`src/rtl/riscv_mtimer_pkg.sv`:
```
// riscv_mtimer_pkg: register map, CTRL bit positions and CTRL layout for the machine timer.
// Revision: 1.0
`default_nettype none

package riscv_mtimer_pkg;

    localparam logic [4:0] ADDR_CTRL        = 5'h00;
    localparam logic [4:0] ADDR_PRESCALE    = 5'h04;
    localparam logic [4:0] ADDR_MTIMECMP_LO = 5'h08;
    localparam logic [4:0] ADDR_MTIMECMP_HI = 5'h0C;
    localparam logic [4:0] ADDR_MTIME_LO    = 5'h10;
    localparam logic [4:0] ADDR_MTIME_HI    = 5'h14;

    localparam int CTRL_TICK_EN_BIT = 0;
    localparam int CTRL_IRQ_EN_BIT  = 1;

    typedef struct packed {
        logic irq_en;
        logic tick_en;
    } ctrl_t;

endpackage

`default_nettype wire

```
`src/rtl/riscv_prescaler.sv`:
```
// riscv_prescaler: programmable divider producing a registered one-cycle tick every divider+1 cycles.
// Revision: 1.0
`default_nettype none

module riscv_prescaler #(
    parameter int PRESCALE_WIDTH = 16
) (
    input  logic                      clk,
    input  logic                      reset_n,
    input  logic                      enable,
    input  logic [PRESCALE_WIDTH-1:0] divider,
    input  logic                      clear,
    output logic                      tick
);

    logic [PRESCALE_WIDTH-1:0] count;

    // clear wins over a terminal count so a divider change never emits a stray tick
    always_ff @(posedge clk or negedge reset_n) begin
        if (!reset_n) begin
            count <= '0;
            tick  <= 1'b0;
        end else if (!enable || clear) begin
            count <= '0;
            tick  <= 1'b0;
        end else if (count == divider) begin
            count <= '0;
            tick  <= 1'b1;
        end else begin
            count <= count + 1'b1;
            tick  <= 1'b0;
        end
    end

endmodule

`default_nettype wire

```
`src/rtl/riscv_mtimer_ctrl.sv`:
```
// riscv_mtimer_ctrl: mtime prescaler, mtimecmp compare and 32-bit register port.
// Optional RISCV_MTIMER_SNAPSHOT_EN: MTIME_LO reads latch upper bits for tear-free MTIME_HI. Revision: 1.0
`default_nettype none

module riscv_mtimer_ctrl
    import riscv_mtimer_pkg::*;
#(
    parameter int COUNTER_WIDTH  = 64,
    parameter int PRESCALE_WIDTH = 16
) (
    input  logic                     clk,
    input  logic                     reset_n,
    input  logic [COUNTER_WIDTH-1:0] mtime_i,
    output logic                     tick_o,
    input  logic                     reg_valid,
    output logic                     reg_ready,
    input  logic                     reg_write,
    input  logic [4:0]               reg_addr,
    input  logic [31:0]              reg_wdata,
    output logic                     reg_rvalid,
    output logic [31:0]              reg_rdata,
    output logic                     timer_irq
);

    ctrl_t                     ctrl;
    logic [PRESCALE_WIDTH-1:0] prescale;
    logic [COUNTER_WIDTH-1:0]  mtimecmp;
    logic [63:0]               mtime_ext;
    logic [63:0]               cmp_ext;
    logic [63:0]               cmp_next;
    logic [4:0]                word_addr;
    logic                      accept;
    logic                      wr_en;
    logic                      rd_en;
    logic                      prescale_clear;
    logic [31:0]               rd_value;
    logic                      unused_addr_bits;
`ifdef RISCV_MTIMER_SNAPSHOT_EN
    logic [31:0]               mtime_shadow;
`endif

    assign reg_ready        = !reg_rvalid;
    assign accept           = reg_valid && reg_ready;
    assign wr_en            = accept && reg_write;
    assign rd_en            = accept && !reg_write;
    assign word_addr        = {reg_addr[4:2], 2'b00};
    assign unused_addr_bits = &{1'b0, reg_addr[1:0]};
    assign mtime_ext        = 64'(mtime_i);
    assign cmp_ext          = 64'(mtimecmp);

    // disabling TICK_EN clears the prescaler at the write edge so no tick escapes afterwards
    assign prescale_clear = wr_en && ((word_addr == ADDR_PRESCALE) ||
                            ((word_addr == ADDR_CTRL) && !reg_wdata[CTRL_TICK_EN_BIT]));

    always_comb begin
        cmp_next = cmp_ext;
        if (word_addr == ADDR_MTIMECMP_LO) cmp_next[31:0]  = reg_wdata;
        if (word_addr == ADDR_MTIMECMP_HI) cmp_next[63:32] = reg_wdata;
    end

    always_ff @(posedge clk or negedge reset_n) begin
        if (!reset_n) begin
            ctrl     <= '0;
            prescale <= '0;
            mtimecmp <= '1;
        end else if (wr_en) begin
            case (word_addr)
                ADDR_CTRL: begin
                    ctrl.tick_en <= reg_wdata[CTRL_TICK_EN_BIT];
                    ctrl.irq_en  <= reg_wdata[CTRL_IRQ_EN_BIT];
                end
                ADDR_PRESCALE:    prescale <= reg_wdata[PRESCALE_WIDTH-1:0];
                ADDR_MTIMECMP_LO,
                ADDR_MTIMECMP_HI: mtimecmp <= cmp_next[COUNTER_WIDTH-1:0];
                default: ;
            endcase
        end
    end

`ifdef RISCV_MTIMER_SNAPSHOT_EN
    always_ff @(posedge clk or negedge reset_n) begin
        if (!reset_n) begin
            mtime_shadow <= '0;
        end else if (rd_en && (word_addr == ADDR_MTIME_LO)) begin
            mtime_shadow <= mtime_ext[63:32];
        end
    end
`endif

    always_comb begin
        rd_value = '0;
        case (word_addr)
            ADDR_CTRL: begin
                rd_value[CTRL_TICK_EN_BIT] = ctrl.tick_en;
                rd_value[CTRL_IRQ_EN_BIT]  = ctrl.irq_en;
            end
            ADDR_PRESCALE:    rd_value = 32'(prescale);
            ADDR_MTIMECMP_LO: rd_value = cmp_ext[31:0];
            ADDR_MTIMECMP_HI: rd_value = cmp_ext[63:32];
            ADDR_MTIME_LO:    rd_value = mtime_ext[31:0];
`ifdef RISCV_MTIMER_SNAPSHOT_EN
            ADDR_MTIME_HI:    rd_value = mtime_shadow;
`else
            ADDR_MTIME_HI:    rd_value = mtime_ext[63:32];
`endif
            default:          rd_value = '0;
        endcase
    end

    always_ff @(posedge clk or negedge reset_n) begin
        if (!reset_n) begin
            reg_rvalid <= 1'b0;
            reg_rdata  <= '0;
            timer_irq  <= 1'b0;
        end else begin
            reg_rvalid <= rd_en;
            reg_rdata  <= rd_en ? rd_value : 32'h0;
            timer_irq  <= ctrl.irq_en && (mtime_i >= mtimecmp);
        end
    end

    riscv_prescaler #(
        .PRESCALE_WIDTH (PRESCALE_WIDTH)
    ) u_prescaler (
        .clk     (clk),
        .reset_n (reset_n),
        .enable  (ctrl.tick_en),
        .divider (prescale),
        .clear   (prescale_clear),
        .tick    (tick_o)
    );

endmodule

`default_nettype wire
```
`config.mk`:
```
export PLATFORM = sky130hd
export DESIGN_NAME = riscv_mtimer_ctrl
export DESIGN_NICKNAME = d
export VERILOG_FILES = /design/src/rtl/riscv_mtimer_pkg.sv /design/src/rtl/riscv_prescaler.sv /design/src/rtl/riscv_mtimer_ctrl.sv
export SDC_FILE = /design/constraint.sdc
export NUM_CORES = 1
export LEC_CHECK = 0
export BUFFER_PORTS_ARGS = -buffer_cell sky130_fd_sc_hd__buf_4
export CAP_MARGIN = 10
export CORE_ASPECT_RATIO = 1.5
export CORE_MARGIN = 3
export CORE_UTILIZATION = 60
export CTS_BUF_LIST = sky130_fd_sc_hd__clkbuf_16
export DETAILED_ROUTE_END_ITERATION = 7
export MAX_ROUTING_LAYER = met4
export PLACE_DENSITY = 0.85
export SETUP_SLACK_MARGIN = 0.2
export SLEW_MARGIN = 20
export SYNTH_ARGS = -nofsm -noshare
export SYNTH_HDL_FRONTEND = slang
export SYNTH_SLANG_ARGS = --single-unit
export TNS_END_PERCENT = 1
```
`constraint.sdc`:
```
create_clock -name clk -period 3.64 [get_ports clk]
set_input_delay 0 -clock clk [delete_from_list [all_inputs] [get_ports clk]]
set_output_delay 0 -clock clk [all_outputs]
set_load 0.02 [all_outputs]
```
==> metrics.yaml <==
setup_path:
  reg2regPathDepth: 8
  start_kind: "flip-flop"
  crit_required_ns: 3.93
  cp_max_fo: 2
  endpoint_kind: "flip-flop"
  critical-path-slowest-cell: "dfstp_2"
  critical_path.most_common_cell: "a211oi_2"
  rrSetupSlack_ns: 1.26
  path_cells: "inv_1 -> ha_1 -> a211oi_2 -> o21ai_1 -> a211oi_2 -> o41ai_1 -> a2111oi_2 -> o31ai_1"
  arrival_ns: 2.67
  worstSetupPathType: "reg -> reg"
  slowest_delay_ns: 0.53
cells_and_area:
  final_nets: 1135
  multiInputGateArea_mm2: 0.003734
  antenna_cells: 0
  drive_above_1_share_pct: 26.38
  syn2layout_area_growth_pct: 28.59
  fill_cells: 749
  fin_cells: 1131
  design_area_mm2: 0.009759
  seq_area_mm2: 0.003408
cts:
  clock_sinks: 133
  cts_tree: "built"
  clk_pin_slew_ns: 0.05
  cts.htree.levels: 4
  cts.path.max_buffers: 2
  numCtsBuffers: 17
  post-cts-setup-buffers: 0
  cts_root_buf: "clkbuf_16"
  worstSkewPairLatency_ns: 0.42
global_routing:
  antenna_found_initial: 0
  grt_pass1_vias: 7147
  grtUsageTotal_pct: 31.88
  grt_max_degree: 134
  overflow: 0
  grt_pass1_wl_um: 34370
die:
  core_mm2: 0.01220
  io_pins: 141
  die_width_um: 97.83
  rows: 49
  initial_core_util_pct: 62.21
  fp.dieH_um: 143.7
  die-area_mm2: 0.01406
logic_synthesis:
  post_synth_num_cell_types: 50
  syn-cell-area_mm2: 0.007590
  syn_inst: 787
  ys_warn_count: 0
  yosys.cell_count.top_type: "nand2_1"
  ys_seq_elements: 133
  synth-seq-area-share_pct: 44.91
  syn_area_per_cell_um2: 9.644
  synth-edff-count: 0
  synthArstFlopShare_pct: 100.0
  syn_nets: 957
  synth_top_area_share_pct: 22.75
  yosys.area.top_type: "dfrtp_1"
  synthFlopType: "dfrtp_1"
  synth_commonest_cells: "nand2_1 (83), nor2_1 (79), dfrtp_1 (69)"
  synth_area_leaders: "dfrtp_1 (23%), dfstp_2 (22%), ha_1 (11%)"
timing:
  finalHoldViolCount: 0
  relSlewSlack_pct: 29.76
  rsz0062_at_grt: "false"
  finalSetupTns_ns: 0
  skew_ns: 0.007317
  period_share_pct: 65.35
  timing.hold.ws_ns: 0.01012
  drv_slew: 0
  fin_ws_ns: 1.261
  post-route-min-period_ns: 2.379
  setup_viol: 0
  worstMarginPinSlew_ns: 1.050
  fmax_mhz: 420.4
hold_path:
  hp-class: "in -> reg"
  hold_path_depth: 5
placement:
  post_dp_cell_area_mm2: 0.008702
  placed_cells: 1047
  place_congestion: 0.8538
  portBuffers: 138
  place_hpwl_um: 13740
  post-place-ws_ns: 1.259
drt:
  remaining_drc_errors: 0
  ant_nets: 0
  wl_per_cell_um: 19.16
  initialDrtViolationCount: 464
  drtPass1Iterations: 5
  wirelength_um: 21680
  vias: 6730
  viasPerCell: 5.950
outcome:
  status: "complete, no violations"
job:
  drv_cap: 0
pwr:
  p_leak_nw: 4.687
  p_per_area_mw_per_mm2: 498.1
  ir_drop_uv: 369.4
-- cell families after synthesis --
kind of cell / count (synthesis) / synth area share, %
xor gates and xnor gates: 30 / 3.462
AOI/OAI and AO/OA: 182 / 14.51
muxes: 51 / 7.072
adders and majority gates: 65 / 10.72
and+or+nand+nor: 220 / 13.06
DFF: 133 / 44.91
buffers and inverters: 106 / 6.281
-- final cells by class --
type                            instances  share of cell area (%)
Sequential cell                       133                   34.92
Multi-Input combinational cell        548                   38.26
Tap cell                              153                   1.962
Timing Repair Buffer                  197                   16.74
Clock inverter                         15                   1.141
Clock buffer                           17                   4.359
Inverter                               68                   2.615
-- layer usage --
metal,share of wire (%),GRT usage [%],up-vias
li1,-,-,3085
met1,36,33.39,3253
met2,53,56.17,300
met3,6.4,5.731,92
met4,4.5,18.31,0
met5,0,-,-
-- layout by cell type (no fill, tap or decap), drive strengths merged, types with 7 or more instances in the layout --
cell,n
mux2i,30
a22oi,17
nand2,83
mux2,21
inv,74
o21ai,76
xor2,24
a21oi,49
dfstp,64
clkbuf,17
dlygate4sd3,52
clkinv,7
dfrtp,69
buf,145
a21o,11
a221oi,18
ha,65
nand3,14
nand4,11
nor2,80
-- critical path, delay by kind of cell, from the launching register on --
family	cells	cell delay, ns
buffers and inverters	1	0.06
adder cells (fa/ha/maj)	1	0.31
AO/OA/AOI/OAI	6	1.35
flip-flops	1	0.53
-- power breakdown --
group / internal, W / total (W) / switching, W
Clock: 0.000975 / 0.00158 / 0.000609
Sequential: 0.00187 / 0.00204 / 0.000171
Combinational: 0.000554 / 0.00124 / 0.000685
Total: 0.00340 / 0.00486 / 0.00147
-- timing repair --
action	in CTS	in global routing
setup endpoints to repair	0	0
endpoints found under the hold margin	163	0
hold buffers	52	0
gates resized for setup	0	0
-- stage by stage --
stage / power, W / util [%]
2_1_floorplan: 0.002773 / -
3_3_place_gp: 0.003142 / 71.33
3_5_place_dp: 0.003192 / 71.33
4_1_cts: 0.004836 / 79.99
5_1_grt: 0.005103 / 79.99
6_report: 0.004861 / 79.99
-- sequential cells by signal, indices dropped and copies added, names as in the netlist --
signal,cells
cmp_ext,64
ctrl,2
prescale,16
reg_rdata,32
reg_rvalid,1
timer_irq,1
u_prescaler.count,16
u_prescaler.tick,1
-- final timing paths --
check / from / end
setup / recovery: cmp_ext[2] / timer_irq
hold / removal: mtime_i[30] / reg_rdata[30]
setup reg to reg: cmp_ext[2] / timer_irq
hold reg to reg: cmp_ext[44] / cmp_ext[44]
max in group asynchronous: reset_n / reg_rdata[10]
min in group asynchronous: reset_n / reg_rdata[3]
Note: power is estimated with default switching activity, not from simulation.
